## config.mk

```make
export PLATFORM = sky130hd
export DESIGN_NAME = vector_instr_queue
export DESIGN_NICKNAME = d
export VERILOG_FILES = /design/src/rtl/typedef_pkg.sv /design/src/rtl/vector_instr_fifo_mem.sv /design/src/rtl/vector_instr_queue.sv
export SDC_FILE = /design/constraint.sdc
export NUM_CORES = 1
export LEC_CHECK = 0
export ABC_AREA = 1
export CORE_UTILIZATION = 30
export DETAILED_ROUTE_END_ITERATION = 8
export HOLD_SLACK_MARGIN = 0.12
export PLACE_DENSITY = 0.56
export SLEW_MARGIN = 0
export SYNTH_ARGS = -nofsm -noshare
export SYNTH_HDL_FRONTEND = slang
export SYNTH_HIERARCHICAL = 1
export SYNTH_SLANG_ARGS = --single-unit
export TNS_END_PERCENT = 50
```

## constraint.sdc

```tcl
create_clock -name clk -period 16.3 [get_ports clk]
set_clock_uncertainty 0.15 [all_clocks]
set_input_delay 2.445 -clock clk [delete_from_list [all_inputs] [get_ports clk]]
set_output_delay 2.445 -clock clk [all_outputs]
set_load 0.005 [all_outputs]
```

## src/rtl/typedef_pkg.sv

```systemverilog
// Shared types for the vector instruction queue: one queued entry and the default depth.
package typedef_pkg;

    localparam int unsigned DEFAULT_DEPTH = 4;

    typedef struct packed {
        logic [31:0] instr;
        logic [31:0] rs1;
        logic [31:0] rs2;
        logic [1:0]  sew;
    } vec_entry_t;

    localparam int unsigned ENTRY_W = $bits(vec_entry_t);

endpackage

```

## src/rtl/vector_instr_fifo_mem.sv

```systemverilog
// Entry storage for the vector instruction queue: one synchronous write port, one async read port.
module vector_instr_fifo_mem
    import typedef_pkg::*;
#(
    parameter int unsigned DEPTH = DEFAULT_DEPTH,
    parameter int unsigned AW    = $clog2(DEPTH)
) (
    input  logic          clk,
    input  logic          we_i,
    input  logic [AW-1:0] waddr_i,
    input  vec_entry_t    wdata_i,
    input  logic [AW-1:0] raddr_i,
    output vec_entry_t    rdata_o
);

    // Contents are deliberately not reset; the pointers alone define what is valid.
    vec_entry_t mem_q [DEPTH];

    always_ff @(posedge clk) begin
        if (we_i) begin
            mem_q[waddr_i] <= wdata_i;
        end
    end

    assign rdata_o = mem_q[raddr_i];

endmodule

```

## src/rtl/vector_instr_queue.sv

```systemverilog
// Decoupling FIFO between the scalar core and the vector scheduler; pointer and count control live here.
module vector_instr_queue
    import typedef_pkg::*;
#(
    parameter int unsigned DEPTH = DEFAULT_DEPTH
) (
    input  logic                       clk,
    input  logic                       rstn,
    input  logic                       instr_vld_i,
    input  logic [31:0]                vector_instr_i,
    input  logic [31:0]                rs1_i,
    input  logic [31:0]                rs2_i,
    input  logic [1:0]                 sew_i,
    output logic                       instr_rdy_o,
    output logic [31:0]                vector_instr_o,
    output logic [31:0]                rs1_o,
    output logic [31:0]                rs2_o,
    output logic [1:0]                 sew_o,
    input  logic                       vector_stall_i,
    output logic [$clog2(DEPTH):0]     occupancy_o,
    output logic                       empty_o,
    output logic                       full_o
);

    localparam int unsigned AW = $clog2(DEPTH);
    localparam int unsigned CW = AW + 1;

    logic [AW-1:0] wr_ptr_q, wr_ptr_d;
    logic [AW-1:0] rd_ptr_q, rd_ptr_d;
    logic [CW-1:0] occ_q, occ_d;
    logic          empty, full, push, pop;
    vec_entry_t    wr_entry, rd_entry, head;

    assign empty = (occ_q == '0);
    assign full  = (occ_q == CW'(DEPTH));

    // Push is gated only by stored state, so a pop in the same cycle never frees a full slot early.
    assign push = instr_vld_i && !full;
    assign pop  = !empty && !vector_stall_i;

    assign wr_entry = '{instr: vector_instr_i, rs1: rs1_i, rs2: rs2_i, sew: sew_i};

    always_comb begin
        wr_ptr_d = wr_ptr_q;
        rd_ptr_d = rd_ptr_q;
        occ_d    = occ_q;
        if (push) begin
            wr_ptr_d = wr_ptr_q + AW'(1);
        end
        if (pop) begin
            rd_ptr_d = rd_ptr_q + AW'(1);
        end
        case ({push, pop})
            2'b10:   occ_d = occ_q + CW'(1);
            2'b01:   occ_d = occ_q - CW'(1);
            default: occ_d = occ_q;
        endcase
    end

    always_ff @(posedge clk or negedge rstn) begin
        if (!rstn) begin
            wr_ptr_q <= '0;
            rd_ptr_q <= '0;
            occ_q    <= '0;
        end else begin
            wr_ptr_q <= wr_ptr_d;
            rd_ptr_q <= rd_ptr_d;
            occ_q    <= occ_d;
        end
    end

    vector_instr_fifo_mem #(
        .DEPTH (DEPTH),
        .AW    (AW)
    ) u_mem (
        .clk     (clk),
        .we_i    (push),
        .waddr_i (wr_ptr_q),
        .wdata_i (wr_entry),
        .raddr_i (rd_ptr_q),
        .rdata_o (rd_entry)
    );

    // An empty queue presents an all-zero entry, which the scheduler reads as "no instruction".
    assign head = empty ? '0 : rd_entry;

    assign vector_instr_o = head.instr;
    assign rs1_o          = head.rs1;
    assign rs2_o          = head.rs2;
    assign sew_o          = head.sew;
    assign instr_rdy_o    = !full;
    assign occupancy_o    = occ_q;
    assign empty_o        = empty;
    assign full_o         = full;

endmodule

```

==> metrics.yaml <==
critical_path:
  rr_endpoint: "u_mem/mem_q[1][0]$_DFFE_PP_"
  rr_startpoint: "occupancy_o[0]$_DFFE_PN0P_"
  worstPathRequired_ps: 13710
  max_stage_delay_ps: 720
  worstPathArrival_ps: 3880
  cp_max_fo: 52
  worst-r2r-setup-slack_ps: 13150
  worstSetupPathType: "reg2out"
  worst_setup_path_end_kind: "output pin"
  rr_worst_depth: 8
  worstPathCellList: "inv_4 -> buf_4 -> nand3_1 -> nand2_1 -> inv_1 -> nor2_1 -> clkdlybuf4s50_1"
  start_kind: "flip-flop"
  startpoint: "rd_ptr_q[1]$_DFFE_PN0P_"
  critical-path-slowest-cell: "dfrtp_4"
detailed_routing:
  ant_nets: 0
  drt_iter0_drc: 617
  avgViaCountPerCell: 4.21
  wl_met2_mm: 19.0
  dr.pass1.iters: 5
  routed_wirelength_mm: 41.2
  drc: 0
  wl_per_cell_um: 14.7
  wl_met1_mm: 18.6
  dr.max_layer_used: "met5"
  route.met3.wl_mm: 2.63
  dr_total_vias: 11800
yosys:
  synthCells: 1805
  syn-num-nets: 1909
  yosysWarnings: 6
  yosysUniqueCellTypes: 21
  ys_ff_latch: 399
  ys_seq_area_frac: 0.675
  async_flop_share: 0.0175
  synth_ff_type: "edfxtp_1"
  synth_edf_count: 392
  synth_area_per_cell_um2: 9.80
  syn_area_um2: 17700
global_routing:
  antenna_found_initial: 5
  grt_pass1_vias: 11500
  grt_max_degree: 124
  track_usage: 0.138
  grt_pass1_wl_mm: 63.7
  grt_overflow_total: 0
worst_hold_path:
  hold_path_depth: 2
  hold_path_class: "reg2reg"
  hold-path-endpoint: "occupancy_o[2]$_DFFE_PN0P_"
  worstHoldStart: "occupancy_o[2]$_DFFE_PN0P_"
pwr:
  ir_drop_mv: 0.101
  seqPwrFrac: 0.359
  fin_total_pwr_w: 0.00400
  p_leak_nw: 9.90
  p_sw_frac: 0.347
  pwr-share-clk: 0.252
  intPower_w: 0.00261
  power.density_nw_per_um2: 183
  p_sw_w: 0.00139
  combPwrFrac: 0.389
clock_network:
  clk_latency_ps: 560
  cts_sinks: 399
  cts_repair_resize_count: 0
  h-tree-depth: 2
  holdBufCountCts: 0
  post_cts.repair.setup_buffers: 0
  cts_root_buf: "clkbuf_16"
  cts_buffers: 46
  clk_path_buf_depth: 3
  cts_tree: "built"
  path_clk_slew_ps: 60
placed_design:
  post-place-ws_ps: 10310
  routabilityCongestion: 0.719
  dp_hpwl_mm: 22.7
  portBuffers: 205
  placedCellCount: 2714
floorplan:
  initial_utilization: 0.305
  fp-row-count: 88
  fp.dieH_um: 245
  die_x_um: 245
  die-area_um2: 59900
  ioPinCount: 206
  core_um2: 58000
layout:
  fin_util: 0.377
  fin_nets: 2101
  area_growth_pct: 23.6
  fin_cells: 2796
  num-fill-cells: 5608
  drive_gt1_frac: 0.0433
  diodes: 0
timing:
  worstMarginPinSlew_ps: 1010
  fmax_ghz: 0.155
  final_max_slew_viol_count: 0
  finalSetupTns_ps: 0
  hold_viol: 0
  period_share: 0.397
  period_needed_ps: 6470
  slew_headroom: 0.325
  rsz0062_at_grt: "false"
  setup_viol: 0
  setup_slack_ps: 9830
run_status:
  outcome: "finished, final reports clean"
job:
  cap_violations: 0
metal layers:
layer,vias up,track usage
met2,253,0.225
met3,77,0.0359
met4,8,0.0423
li1,5879,-
met5,-,0
met1,5544,0.179
stage by stage:
step | hold WS (ps) | area [µm²]
2_1_floorplan | 336 | 17700
3_3_place_gp | 361 | 20400
3_5_place_dp | 380 | 20400
4_1_cts | 397 | 21900
5_1_grt | 428 | 21900
6_report | 392 | 21900
worst max path at each step:
stage / slack, ps / depth (start not counted) / endpoint
6_report: 9830 / 7 / rs2_o[25]
4_1_cts: 9680 / 8 / rs2_o[25]
3_5_place_dp: 10310 / 8 / rs2_o[25]
5_1_grt: 9490 / 8 / rs2_o[4]
3_3_place_gp: 10320 / 7 / rs2_o[25]
2_1_floorplan: 6200 / 4 / u_mem/mem_q[1][0]$_DFFE_PP_
critical path: cells and delay by family (launching register included):
family / cells / cell delay [ps]
buf+inv: 4 / 1970
flops: 1 / 720
simple gates: 3 / 600
synth_stat cells, types with 2 or more instances:
cell type	n	area (µm²)
nand2_1	512	1920
inv_1	507	1900
edfxtp_1	392	11800
nand3_1	201	1010
nor2_1	98	368
buf_2	39	195
buf_4	21	158
clkbuf_1	7	26.3
dfrtp_1	7	175
buf_6	5	56.3
nor3_1	4	20.0
buf_1	2	7.51
inv_4	2	12.5
flip-flops by register name, summed over array words and instances (netlist names):
signal and count:
u_mem/mem_q 392, occupancy_o 3, rd_ptr_q 2, wr_ptr_q 2
power by group through the flow:
stage	combinational, W	clock, W	sequential, W
after floorplan	0.000896	0	0.00145
after global placement	0.00157	0	0.00145
after detailed placement	0.00158	0	0.00146
after CTS	0.00159	0.00104	0.00144
after global routing	0.00175	0.00108	0.00145
final	0.00156	0.00101	0.00143
cell usage in the layout, fill, tap and decap left out:
cell type	synthesis	final
nand4_1	1	1
fa_1	1	1
clkbuf_1	7	6
nor3_2	0	4
xnor2_1	1	1
clkinv_2	0	9
o21ai_0	1	1
edfxtp_1	392	392
dfrtp_4	0	2
buf_12	0	1
dfrtp_1	7	5
clkbuf_16	0	47
ha_1	1	1
clkinv_1	0	12
bufinv_16	0	5
inv_4	2	2
buf_4	21	12
nor2_2	1	1
nand2_1	512	512
clkdlybuf4s50_1	0	205
inv_1	507	507
inv_6	0	4
nor2_1	98	98
nand3_1	201	201
nand2_2	1	1
logic make-up after synthesis:
logic type               count (synthesis)  share of synthesized area
AO/OA/AOI/OAI                            1                   0.000283
AND/OR/NAND/NOR                        818                      0.188
adder cells (fa/ha/maj)                  2                    0.00184
XOR/XNOR                                 1                   0.000495
flip-flops                             399                      0.675
buffers and inverters                  584                      0.134
cell type report:
type,instances,area [µm²],share of cell area
tap,765,957,0.0438
clock buffer,53,1200,0.0548
sequential,399,12000,0.547
multi-input combinational,822,3400,0.156
timing repair buffer,218,2160,0.0989
clock inverter,29,267,0.0122
inverter,510,1920,0.0880
(Power assumes the default switching activity.)
